<file path="src/rtl/generic_channel_merge_fifo_pkg.sv">
//==============================================================================
// Package : generic_channel_pkg
// Brief   : Shared constants and helpers for the channel merge FIFO slice.
// Revision: 1.0  initial release
//==============================================================================
`default_nettype none

package generic_channel_pkg;

    localparam int ARB_RR    = 0;
    localparam int ARB_FIXED = 1;

    // Channel-index width; a single-bit tag is kept even for tiny channel counts.
    function automatic int ch_w(input int n);
        return (n <= 2) ? 1 : $clog2(n);
    endfunction

endpackage

`default_nettype wire

</file>
<file path="src/rtl/generic_channel_merge_fifo_fifo.sv">
//==============================================================================
// Module  : generic_channel_fifo
// Brief   : Single-channel synchronous FIFO with wrap-bit pointers.
// Revision: 1.0  initial release
//==============================================================================
`default_nettype none

module generic_channel_fifo #(
    parameter int WIDTH = 8,
    parameter int DEPTH = 4
) (
    input  logic             i_clk,
    input  logic             i_rst,
    input  logic             i_push,
    input  logic [WIDTH-1:0] i_wdata,
    output logic             o_full,
    input  logic             i_pop,
    output logic             o_empty,
    output logic [WIDTH-1:0] o_rdata
);

    localparam int AW = $clog2(DEPTH);

    logic [WIDTH-1:0] r_mem [DEPTH];
    logic [AW:0]      r_wr_ptr;
    logic [AW:0]      r_rd_ptr;
    logic             w_wr_en;
    logic             w_rd_en;

    assign o_full  = (r_wr_ptr[AW] != r_rd_ptr[AW]) && (r_wr_ptr[AW-1:0] == r_rd_ptr[AW-1:0]);
    assign o_empty = (r_wr_ptr == r_rd_ptr);
    assign o_rdata = r_mem[r_rd_ptr[AW-1:0]];
    assign w_wr_en = i_push && !o_full;
    assign w_rd_en = i_pop && !o_empty;

    always_ff @(posedge i_clk) begin
        if (i_rst) begin
            r_wr_ptr <= '0;
            r_rd_ptr <= '0;
        end else begin
            if (w_wr_en) r_wr_ptr <= r_wr_ptr + 1'b1;
            if (w_rd_en) r_rd_ptr <= r_rd_ptr + 1'b1;
        end
    end

    always_ff @(posedge i_clk) begin
        if (w_wr_en) r_mem[r_wr_ptr[AW-1:0]] <= i_wdata;
    end

endmodule

`default_nettype wire

</file>
<file path="src/rtl/generic_channel_merge_fifo.sv">
//==============================================================================
// Module  : generic_channel_merge_fifo
// Brief   : Per-channel FIFOs merged by an arbiter onto one registered,
//           channel-tagged valid/ready output.
// Revision: 1.0  initial release
//==============================================================================
`default_nettype none

module generic_channel_merge_fifo
    import generic_channel_pkg::*;
#(
    parameter int  NUM_CH   = 4,
    parameter int  WIDTH    = 8,
    parameter int  DEPTH    = 4,
    parameter int  ARB_MODE = 0,
    localparam int CH_W     = ch_w(NUM_CH)
) (
    input  logic                    i_clk,
    input  logic                    i_rst,
    input  logic [NUM_CH-1:0]       i_valid,
    output logic [NUM_CH-1:0]       o_ready,
    input  logic [NUM_CH*WIDTH-1:0] i_data,
    output logic                    o_valid,
    input  logic                    i_ready,
    output logic [WIDTH-1:0]        o_data,
    output logic [CH_W-1:0]         o_chan,
    output logic                    o_empty
);

    typedef struct packed {
        logic [WIDTH-1:0] data;
        logic [CH_W-1:0]  chan;
    } beat_t;

    logic [NUM_CH-1:0] w_full;
    logic [NUM_CH-1:0] w_empty;
    logic [NUM_CH-1:0] w_nonempty;
    logic [NUM_CH-1:0] w_push;
    logic [NUM_CH-1:0] w_pop;
    logic [WIDTH-1:0]  w_rdata [NUM_CH];
    logic              w_load;
    logic              w_any;
    logic [CH_W-1:0]   w_gnt;
    logic [CH_W-1:0]   w_cand;

    beat_t             r_beat;
    logic              r_valid;
    logic [CH_W-1:0]   r_last;

    assign o_ready    = i_rst ? '0 : ~w_full;
    assign w_push     = i_valid & o_ready;
    assign w_nonempty = ~w_empty;
    assign w_any      = |w_nonempty;
    assign w_load     = !r_valid || i_ready;

    for (genvar c = 0; c < NUM_CH; c++) begin : g_ch
        assign w_pop[c] = w_load && w_any && (w_gnt == CH_W'(c));

        generic_channel_fifo #(
            .WIDTH (WIDTH),
            .DEPTH (DEPTH)
        ) u_fifo (
            .i_clk   (i_clk),
            .i_rst   (i_rst),
            .i_push  (w_push[c]),
            .i_wdata (i_data[c*WIDTH +: WIDTH]),
            .o_full  (w_full[c]),
            .i_pop   (w_pop[c]),
            .o_empty (w_empty[c]),
            .o_rdata (w_rdata[c])
        );
    end

    // Scan from farthest to nearest so the last hit is the closest eligible channel.
    always_comb begin
        w_gnt  = '0;
        w_cand = '0;
        if (ARB_MODE == ARB_FIXED) begin
            for (int i = NUM_CH - 1; i >= 0; i--) begin
                if (w_nonempty[i]) w_gnt = CH_W'(i);
            end
        end else begin
            for (int i = NUM_CH; i >= 1; i--) begin
                w_cand = CH_W'((int'(r_last) + i) % NUM_CH);
                if (w_nonempty[w_cand]) w_gnt = w_cand;
            end
        end
    end

    always_ff @(posedge i_clk) begin
        if (i_rst) begin
            r_valid <= 1'b0;
            r_beat  <= '0;
            r_last  <= CH_W'(NUM_CH - 1);
        end else if (w_load) begin
            if (w_any) begin
                r_valid <= 1'b1;
                r_beat  <= '{data: w_rdata[w_gnt], chan: w_gnt};
                r_last  <= w_gnt;
            end else begin
                r_valid <= 1'b0;
            end
        end
    end

    assign o_valid = r_valid;
    assign o_data  = r_beat.data;
    assign o_chan  = r_beat.chan;
    assign o_empty = i_rst ? 1'b1 : ((&w_empty) && !r_valid);

endmodule

`default_nettype wire

</file>
<file path="config.mk">
export PLATFORM = sky130hd
export DESIGN_NAME = generic_channel_merge_fifo
export DESIGN_NICKNAME = d
export VERILOG_FILES = /design/src/rtl/generic_channel_merge_fifo_pkg.sv /design/src/rtl/generic_channel_merge_fifo_fifo.sv /design/src/rtl/generic_channel_merge_fifo.sv
export SDC_FILE = /design/constraint.sdc
export NUM_CORES = 1
export LEC_CHECK = 0
export ABC_AREA = 1
export CAP_MARGIN = 10
export CORE_ASPECT_RATIO = 1.2
export CORE_MARGIN = 2
export CORE_UTILIZATION = 35
export CTS_CLUSTER_DIAMETER = 50
export CTS_CLUSTER_SIZE = 10
export DETAILED_ROUTE_END_ITERATION = 8
export SKIP_LAST_GASP = 1
export SYNTH_ARGS = -nofsm -noshare
export SYNTH_HDL_FRONTEND = slang
export SYNTH_SLANG_ARGS = --single-unit
</file>
<file path="constraint.sdc">
create_clock -name i_clk -period 2 [get_ports i_clk]
set_input_delay 0.3 -clock i_clk [delete_from_list [all_inputs] [get_ports i_clk]]
set_output_delay 0.3 -clock i_clk [all_outputs]
set_load 0.05 [all_outputs]
</file>
== Word level (Yosys, flattened, before mapping) ==
Memory sizes are Yosys's and may differ from the RTL's. A register that Yosys moved wholly into a read port is not among the register bits.
Index checks and enable logic that the tools add are counted.

* Add/sub/neg operators: 12
* Multipliers: 0
* Div/mod/pow operators: 0
* Magnitude comparators: 5
* Eq/ne operators: 15
* Shift-type cells: 0
* Multiplexer cells: 34
* Bitwise operators: 4
* Reduce and logical (&&, ||, !) cells: 32

{| class="wikitable"
|+ Operator list
! kind !! number
|-
| 3-bit by 1-bit adder with 3-bit output, second input constant || 8
|-
| 2-bit 2-to-1 mux || 12
|-
| 1-bit logical AND || 18
|-
| 8-bit binary-select mux with 2-bit select || 1
|-
| 8-bit 2-to-1 mux || 2
|-
| 1-bit 2-to-1 mux || 14
|-
| 3-bit == test || 4
|-
| 2-bit by 3-bit less-than comparator with 1-bit output, second input constant || 4
|-
| 1-bit logical NOT || 9
|-
| 1-bit binary-select mux with 2-bit select || 4
|-
| 2-bit == test || 4
|-
| 4-bit NOT || 2
|-
| 2-bit by 1-bit adder with 2-bit output, second input constant || 2
|-
| 2-bit adder, second input constant || 2
|-
| 4-bit AND || 1
|-
| 2-bit == test, second input constant || 2
|-
| 4-bit 2-to-1 mux || 1
|-
| 1-bit != test || 4
|-
| 4-bit AND reduction || 1
|-
| 4-bit OR reduction || 1
|-
| 3-bit greater-or-equal comparator, second input constant || 1
|-
| 2-bit NOT with 3-bit output || 1
|-
| 2-bit by 1-bit == test with 1-bit output, second input constant || 1
|-
| 2-bit logical NOT || 1
|-
| other kinds (2) || 2
|}

* Bits in registers: 37
* Bits in latches: 0
* Bits in writable memories: 128
* Bits in read-only memories: 0
* Logic and storage cells: 118
* Memories: 4

{| class="wikitable"
|+ Memory list
! name !! depth !! width !! rd ports !! clocked after Yosys merged registers in !! write ports !! RTL line !! text
|-
| g_ch[0].u_fifo.r_mem || 4 || 8 || 1 || 1 || 1 || generic_channel_merge_fifo_fifo.sv:24 || <nowiki>logic [WIDTH-1:0] r_mem [DEPTH];</nowiki>
|-
| g_ch[1].u_fifo.r_mem || 4 || 8 || 1 || 1 || 1 || generic_channel_merge_fifo_fifo.sv:24 ||
|-
| g_ch[2].u_fifo.r_mem || 4 || 8 || 1 || 1 || 1 || generic_channel_merge_fifo_fifo.sv:24 ||
|-
| g_ch[3].u_fifo.r_mem || 4 || 8 || 1 || 1 || 1 || generic_channel_merge_fifo_fifo.sv:24 ||
|}

== Longest topological paths before layout ==
Gate-level depths: netlist of run 1.

* Depth after elaboration: 13
* Gate-level depth with buffers: 16
* Gate-level depth less buffers: 16

== Hierarchy ==
Synthesis of run 1 repeated with hierarchy kept, for this count alone.

* Cells, all modules: 817
* Area total of the unflattened synthesis: 7946.4 sq um

{| class="wikitable"
|+ Modules (own cells, without submodules)
! module !! times used !! cells each !! area an instance (sq um)
|-
| generic_channel_fifo (g_ch[0].u_fifo ...) || 3 || 150 || 1699.1
|-
| generic_channel_fifo (g_ch[2].u_fifo) || 1 || 149 || 1679.1
|-
| generic_channel_merge_fifo || 1 || 218 || 1169.9
|}

== Worst setup path after synthesis of run 1 ==
OpenSTA, ideal clock, no wires.

* Path type: register -> output
* From: register g_ch[1].u_fifo.r_wr_ptr[1]
* To: output port o_empty
* Arrival time: 1929 ps
* Data required time: 1700 ps
* Slack: -229 ps
* Cell stages (with the launch flop): 6
* Buffers on the path: 0
* Cell sequence: dfxtp_1 xnor2_2 nand3_1 nor2_1 nand2_1 o21ai_0

* Word-level cells in the longest chain between the ends: 4

{| class="wikitable"
|+ Ends and longest elaborated chain
! item !! RTL line !! text
|-
| start, declared || generic_channel_merge_fifo_fifo.sv:25 || <nowiki>logic [AW:0] r_wr_ptr;</nowiki>
|-
| start signal, assigned || generic_channel_merge_fifo_fifo.sv:41 || <nowiki>if (w_wr_en) r_wr_ptr <= r_wr_ptr + 1'b1;</nowiki>
|-
| 3-bit == test || generic_channel_merge_fifo_fifo.sv:31 || <nowiki>assign o_empty = (r_wr_ptr == r_rd_ptr);</nowiki>
|-
| 4-bit AND reduction || generic_channel_merge_fifo.sv:109 || <nowiki>assign o_empty = i_rst ? 1'b1 : ((&w_empty) && !r_valid);</nowiki>
|-
| 1-bit logical AND || generic_channel_merge_fifo.sv:109 ||
|-
| 1-bit 2-to-1 mux || generic_channel_merge_fifo.sv:109 ||
|-
| end, declared || generic_channel_merge_fifo.sv:27 || <nowiki>output logic o_empty</nowiki>
|}

Every way passes these cells.

== Final worst setup path of run 1 ==
* From: register g_ch[0].u_fifo.r_wr_ptr[1]
* To: output port o_empty

* Word-level cells in the longest chain between the ends: 4

{| class="wikitable"
|+ Ends and longest elaborated chain
! item !! RTL line
|-
| start, declared || generic_channel_merge_fifo_fifo.sv:25
|-
| start signal, assigned || generic_channel_merge_fifo_fifo.sv:41
|-
| 3-bit == test || generic_channel_merge_fifo_fifo.sv:31
|-
| 4-bit AND reduction || generic_channel_merge_fifo.sv:109
|-
| 1-bit logical AND || generic_channel_merge_fifo.sv:109
|-
| 1-bit 2-to-1 mux || generic_channel_merge_fifo.sv:109
|}

Every way passes these cells.

==> results of run 1 <==
[how the worst min path moves through the flow]
stage,end,slack (ns),cells past startpoint
after floorplan,g_ch[0].u_fifo.r_mem[0][0],0.40,0
after global placement,g_ch[3].u_fifo.r_wr_ptr[2],0.46,1
after detailed placement,g_ch[1].u_fifo.r_wr_ptr[2],0.47,1
after CTS,g_ch[1].u_fifo.r_wr_ptr[2],0.48,1
after global routing,g_ch[3].u_fifo.r_wr_ptr[2],0.48,1
final,g_ch[3].u_fifo.r_wr_ptr[2],0.45,1
[placed cells by master, fill, tap and decap left out, types with 5 or more instances in the layout]
master and instances:
edfxtp_1 128, nand2_1 107, nor2_1 81, buf_4 55
o21ai_0 52, clkdlybuf4s50_1 47, inv_1 43, a21oi_1 39
dfxtp_1 28, inv_2 21, nand3_2 20, ha_1 20
clkbuf_16 17, o22ai_1 16, dfxtp_2 16, nand2_2 14
nor2_2 14, nand4_1 14, nand3_1 13, a32o_1 8
a32oi_1 8, buf_12 8, o21ai_2 6, nor2_4 5
inv_6 5
[per-stage QoR]
stage	utilization, %	power [W]	hold slack, ns	instances
2_1_floorplan	-	0.00839	0.399	707
3_3_place_gp	41.6	0.00979	0.456	1059
3_5_place_dp	41.6	0.00985	0.469	1059
4_1_cts	45.2	0.0137	0.483	1099
5_1_grt	46.4	0.0152	0.483	1103
6_report	46.4	0.0144	0.448	1103
[registers in the layout, indices dropped and copies added (netlist names), named ones only]
register / count
r_last: 2
g_ch.u_fifo.r_wr_ptr: 12
g_ch.u_fifo.r_mem: 128
g_ch.u_fifo.r_rd_ptr: 12
o_valid: 1
o_chan: 2
o_data: 8
[logic make-up after synthesis]
family | count (synthesis) | share of synthesized area [%]
adders and majority gates | 20 | 3.33
buffers and inverters | 89 | 5.07
DFF | 173 | 63.2
xor gates and xnor gates | 5 | 0.783
AOI/OAI and AO/OA | 142 | 10.8
and+or+nand+nor | 278 | 16.8
[timing repair]
| action | in CTS | in global routing |
|---|---|---|
| gates cloned | 1 | 1 |
| pin swaps | 12 | 29 |
| resized for setup | 22 | 71 |
| hold endpoints to repair | 0 | 0 |
| buffers inserted | 9 | 4 |
| endpoints found under the setup margin | 10 | 35 |
[layer usage]
layer  part of all wire [%]  routed length, um
met1                     42               7270
met2                     51               8860
met3                    4.1                706
met4                    2.8                483
met5                      0                  0
[where the power goes]
| group | internal, W | switching (W) |
|---|---|---|
| clock | 0.00180 | 0.00156 |
| sequential | 0.00417 | 0.000272 |
| combinational | 0.00253 | 0.00404 |
| total | 0.00851 | 0.00587 |
[worst max-delay path: cells and delay by family, from the launching register on]
kind | cells | cell delay [ns]
and+or+nand+nor | 3 | 0.26
xor gates and xnor gates | 1 | 0.20
buffers and inverters | 2 | 0.30
DFF | 1 | 0.37
AOI/OAI and AO/OA | 1 | 0.15
[synth_stat cells]
| cell | n | share of area [%] |
|---|---|---|
| o21a_1 | 2 | 0.20 |
| clkbuf_1 | 18 | 0.90 |
| nand2_2 | 5 | 0.42 |
| xnor2_2 | 2 | 0.43 |
| a32oi_1 | 8 | 0.93 |
| edfxtp_1 | 128 | 51 |
| nand2_8 | 1 | 0.27 |
| inv_1 | 47 | 2.4 |
| o21ai_1 | 5 | 0.33 |
| nand3_4 | 1 | 0.23 |
| nor2_4 | 3 | 0.45 |
| nand3_1 | 24 | 1.6 |
| nor2_2 | 1 | 0.083 |
| buf_6 | 4 | 0.60 |
| o211ai_1 | 2 | 0.20 |
| ha_1 | 20 | 3.3 |
| buf_12 | 1 | 0.27 |
| o22ai_1 | 16 | 1.3 |
| o21ai_0 | 58 | 3.9 |
| xor2_1 | 3 | 0.35 |
| nand3_2 | 12 | 1.6 |
| a21oi_1 | 42 | 2.8 |
| a32o_1 | 8 | 1.1 |
| a21oi_2 | 1 | 0.12 |
| inv_2 | 17 | 0.85 |
| nand4_1 | 14 | 1.2 |
| nand2_4 | 1 | 0.15 |
| dfxtp_1 | 45 | 12 |
| buf_1 | 2 | 0.10 |
| nand2_1 | 120 | 6.0 |
| nor2_1 | 96 | 4.8 |
[layout make-up]
| type | instances | area [um2] |
|---|---|---|
| Clock buffer | 17 | 425 |
| Clock inverter | 15 | 190 |
| Fill cell | 1927 | 11200 |
| Inverter | 64 | 240 |
| Multi-Input combinational cell | 446 | 2650 |
| Sequential cell | 173 | 4770 |
| Tap cell | 270 | 338 |
| Timing Repair Buffer | 118 | 1130 |
==> results.ini, run 1 <==
[place]
place_hpwl_mm=12.4
place_ws_ns=-0.0732
placed_area_um2=8730
port_buffers=54
gp_congestion=0.821

[worst_hold_path]
min_from=g_ch[3].u_fifo.r_wr_ptr[2]
hold_class=reg -> reg

[synth]
synth_cells=707
yosysWarnings=0
synth-seq-cells=173
synth_fp_nets=766
syn_avg_cell_area_um2=10.6
ys_seq_area_share_pct=63.2
synthesis.area_um2=7510
synth.distinct_cells=31

[route]
drtIter0Drc=427
totalWireLength_mm=17.3
drtPass1Iterations=4
vias=5405
remaining_drc_errors=0
wire_per_inst_um=15.7
viasPerCell=4.90
antenna_left=0

[run_status]
violations=setup timing
outcome=complete, but fails checks

[floorplanning]
die_y_um=164
rows=58
fp.dieW_um=138
core_area_um2=21000
ioPinCount=55
die_area_um2=22600
start_util_pct=35.8

[setup_path]
path_cells=xnor2_4, nand3_2, buf_4, nor2_4, nand2_4, o21ai_4, buf_12
reg2reg_depth=14
cp_data_required_time_ns=1.70
arrival_ns=1.73
crit_end=o_empty
cp_slowest_cell=dfxtp_4
crit_fanout=3
r2r_end=g_ch[0].u_fifo.r_rd_ptr[1]
r2r_start=g_ch[0].u_fifo.r_wr_ptr[1]
critical_path_class=reg -> out
r2r_slack_ns=-0.01
endpoint_kind=output port
worstSetupStartpoint=g_ch[0].u_fifo.r_wr_ptr[1]
slowest_delay_ns=0.37
critical_path.startpoint_type=register

[timing]
setup_viol_count_final=3
setup_slack_ns=-0.0297
final_hold_viol_count=0
rsz0062_at_grt=true
period_needed_ns=2.03
final.setup.tns_ns=-0.0564
max-slew-margin-rel_pct=61.1
max_freq_mhz=493
finalClockSkew_ns=0.0126
worst-slew-pin-transition_ns=0.582
finalCritPeriodShare_pct=101
slew_violations=0

[cts]
numCtsBuffers=17
hold_buffers=0
clk_path_buf_depth=2
cts_tree=yes
cts.sinks=173
cts_root_buffer=clkbuf_16
clk_latency_ns=0.44
clk_pin_slew_ns=0.07
cts_max_level=4

[global_route]
overflow=0
grt_max_degree=20
grtUsageMet1_pct=18.8
grt.met3_usage_pct=3.22
grt_usage_pct=15.9
top_usage_layer=met2
first_global_vias=5134
antenna_found_initial=0
grt_use_met2_pct=27.6
grt_pass1_wl_mm=26.8

[pwr]
p_per_area_nw_per_um2=1480
p_leak_nw=3.73
ir_drop_uv=830

[finish]
nNetsFinal=879
area_delta_synth_final_pct=29.7
layout-drive-gt1-share_pct=25.9
antenna_cells=0
final_area_um2=9740

[flow_run]
drv_cap=0

No activity file was read; power rests on OpenSTA's default activity.
==> run 2: changes to the inputs <==
--- a/config.mk
+++ b/config.mk
@@ -8,8 +8,8 @@
 export ABC_AREA = 1
 export CAP_MARGIN = 10
 export CORE_ASPECT_RATIO = 1.2
-export CORE_MARGIN = 2
-export CORE_UTILIZATION = 35
+export CORE_MARGIN = 8
+export CORE_UTILIZATION = 45
 export CTS_CLUSTER_DIAMETER = 50
 export CTS_CLUSTER_SIZE = 10
 export DETAILED_ROUTE_END_ITERATION = 8
==> constraint.sdc (replaced) <==
create_clock -name i_clk -period 2.1 [get_ports i_clk]
set_input_delay 0.315 -clock i_clk [delete_from_list [all_inputs] [get_ports i_clk]]
set_output_delay 0.315 -clock i_clk [all_outputs]
set_load 0.05 [all_outputs]
==> run 2 against run 1 <==
The flow now finishes without violations. Combinational power decreased by 5.2%. Core utilization is 12 points higher. Clock-buffer cell count rose by 3. Clock power decreased by 2%. Routed wire length grew 4.8%. Via count increased by 0.89%. Final cell count decreased by 6.1%. Register-to-register slack better by 0.05 ns. Global-route usage increased by 1.7 points. Critical path depth up 7.
==> results.ini, run 2 (synthesized netlist as in run 1, its figures left out) <==
[pwr]
p_clk_share_pct=23.8  ; +0.4 points
seq_power_share_pct=31.1  ; +0.2 points
power_switching_w=0.00548  ; -6.7%
ir_drop_uv=961  ; +16%
switching_share_pct=39.7  ; -1.1 points
p_per_area_nw_per_um2=1440  ; -2.3%
p_int_w=0.00831  ; -2.3%
p_leak_nw=3.66  ; -2.1%
p_comb_share_pct=45.2  ; -0.5 points

[setup_path]
endpoint_kind=register
crit_fanout=5  ; +2
arrival_ns=2.38  ; +0.65 ns
critical_path.startpoint_type=register
cp_data_required_time_ns=2.42  ; +0.72 ns
path_cells=xnor2_4, buf_6, nand4_1, nand3_1, nand2_1, nand2_2, nand2_2, nand2_4, nand2_8, buf_6, nor2_4, inv_2, nor2_2, nor2_2
critical_path_class=reg -> reg
cp_slowest_cell=dfxtp_4
slowest_delay_ns=0.37  ; about the same

[global_route]
antenna_found_initial=0  ; unchanged
grt_pass1_wl_mm=28.6  ; +7.0%
overflow=0  ; unchanged
grt_max_degree=25  ; +25%
grt_usage_pct=17.5  ; +1.7 points
first_global_vias=5421  ; +5.6%

[cts]
cts_root_buffer=clkbuf_16
numCtsBuffers=17  ; unchanged
clk_path_buf_depth=2  ; unchanged
cts_max_level=4  ; unchanged
cts.sinks=173  ; unchanged
clk_latency_ns=0.43  ; about the same
hold_buffers=0  ; unchanged
clk_pin_slew_ns=0.06  ; about the same
cts_tree=yes

[floorplanning]
core_area_um2=16300  ; -22%
rows=51  ; -12%
ioPinCount=55  ; unchanged
die_y_um=157  ; -4.2%
die_area_um2=21100  ; -6.9%
fp.dieW_um=134  ; -2.8%
start_util_pct=46.1  ; +10 points

[flow_run]
drv_cap=0  ; unchanged

[finish]
nFillCells=1343  ; -30%
largest_reg_flops=128  ; unchanged
layout_commonest_cell=edfxtp_1
layout-drive-gt1-share_pct=23.5  ; -2.4 points
nNetsFinal=870  ; -1.0%
layout_common_cells=edfxtp_1, nand2_1, nor2_1
final_area_um2=9560  ; -1.9%
layout.cells.non_filler=1036  ; -6.1%
area_delta_synth_final_pct=27.3
post-route-util_pct=58.7  ; +12 points
antenna_cells=0  ; unchanged

[timing]
final_hold_viol_count=0  ; unchanged
max-slew-margin-rel_pct=62.3  ; +1.1 points
slew_violations=0  ; unchanged
max_freq_mhz=485
finalCritPeriodShare_pct=98.2
setup_viol_count_final=0  ; -3
finalClockSkew_ns=0.00799  ; -0.00465 ns
worst-slew-pin-transition_ns=0.565  ; -0.0171 ns
period_needed_ns=2.06
rsz0062_at_grt=true

[route]
vias=5453  ; +0.89%
remaining_drc_errors=0  ; unchanged
drtIter0Drc=371  ; -13%
viasPerCell=5.26  ; +7.4%
totalWireLength_mm=18.1  ; +4.8%
wl_met1_mm=7.63  ; +5.0%
wl_met3_um=924  ; +31%
wl_met2_mm=9.34  ; +5.4%
routed.top_layer=met4
wire_per_inst_um=17.5  ; +12%
antenna_left=0  ; unchanged
drtPass1Iterations=5  ; +1

[place]
place_hpwl_mm=12.8  ; +3.2%
gp_congestion=0.842  ; +2.6%
port_buffers=54  ; unchanged
dp.cells=989  ; -6.6%
placed_area_um2=8570  ; -1.8%

[run_status]
outcome=completed

[worst_hold_path]
hold_class=reg -> reg

run 2: critical path: cells and delay by family (launching register included):
family | cells | cell delay (ns)
simple gates | 10 | 1.03
flops | 1 | 0.37
buf+inv | 3 | 0.34
xor+xnor | 1 | 0.20
run 2: what timing repair did:
| action | 4_1_cts | 5_1_grt |
|---|---|---|
| gates resized for setup | 17 | 66 |
| pin swaps | 6 | 23 |
| setup buffers | 7 | 7 |
| setup endpoints to repair | 1 | 31 |
| cloned | 0 | 1 |
run 2: metal layers:
| layer | up-vias | global-route usage [%] |
|---|---|---|
| met5 | - | 0 |
| met4 | 0 | 5.73 |
| met3 | 21 | 4.82 |
| met2 | 142 | 30.3 |
| met1 | 2614 | 20.7 |
| li1 | 2676 | - |
run 2: path summary, 6_finish.rpt:
kind,from,cells past startpoint,slack (ns),endpoint
setup / recovery,g_ch[0].u_fifo.r_wr_ptr[1],14,0.04,g_ch[0].u_fifo.r_rd_ptr[1]
hold / removal,g_ch[3].u_fifo.r_wr_ptr[2],1,0.48,g_ch[3].u_fifo.r_wr_ptr[2]
setup reg to reg,g_ch[0].u_fifo.r_wr_ptr[1],14,0.04,g_ch[0].u_fifo.r_rd_ptr[1]
hold reg to reg,g_ch[3].u_fifo.r_wr_ptr[2],1,0.48,g_ch[3].u_fifo.r_wr_ptr[2]
run 2: per-stage QoR:
stage	hold WS, ns	TNS [ns]	total power (W)	worst slack [ns]
2_1_floorplan	0.414	0	0.00799	0.0110
3_3_place_gp	0.460	0	0.00945	0.0269
3_5_place_dp	0.469	-0.176	0.00951	-0.0221
4_1_cts	0.475	-0.00147	0.0129	-0.00147
5_1_grt	0.497	-0.885	0.0145	-0.0889
6_report	0.477	0	0.0138	0.0383
run 2: layout make-up:
class,instances,area (um2),area share [%]
Clock buffer,20,467,4.88
Clock inverter,12,159,1.66
Inverter,64,245,2.57
Multi-Input combinational cell,446,2590,27.1
Sequential cell,173,4770,49.9
Tap cell,212,265,2.78
Timing Repair Buffer,109,1060,11.1
run 2: power by group through the flow:
stage          Combinational [W]  Sequential (W)  Clock, W
5_1_grt                  0.00675         0.00432   0.00347
3_3_place_gp             0.00513         0.00432         0
4_1_cts                  0.00536         0.00426   0.00333
2_1_floorplan            0.00352         0.00447         0
3_5_place_dp             0.00519         0.00432         0
6_report                 0.00623         0.00428   0.00328
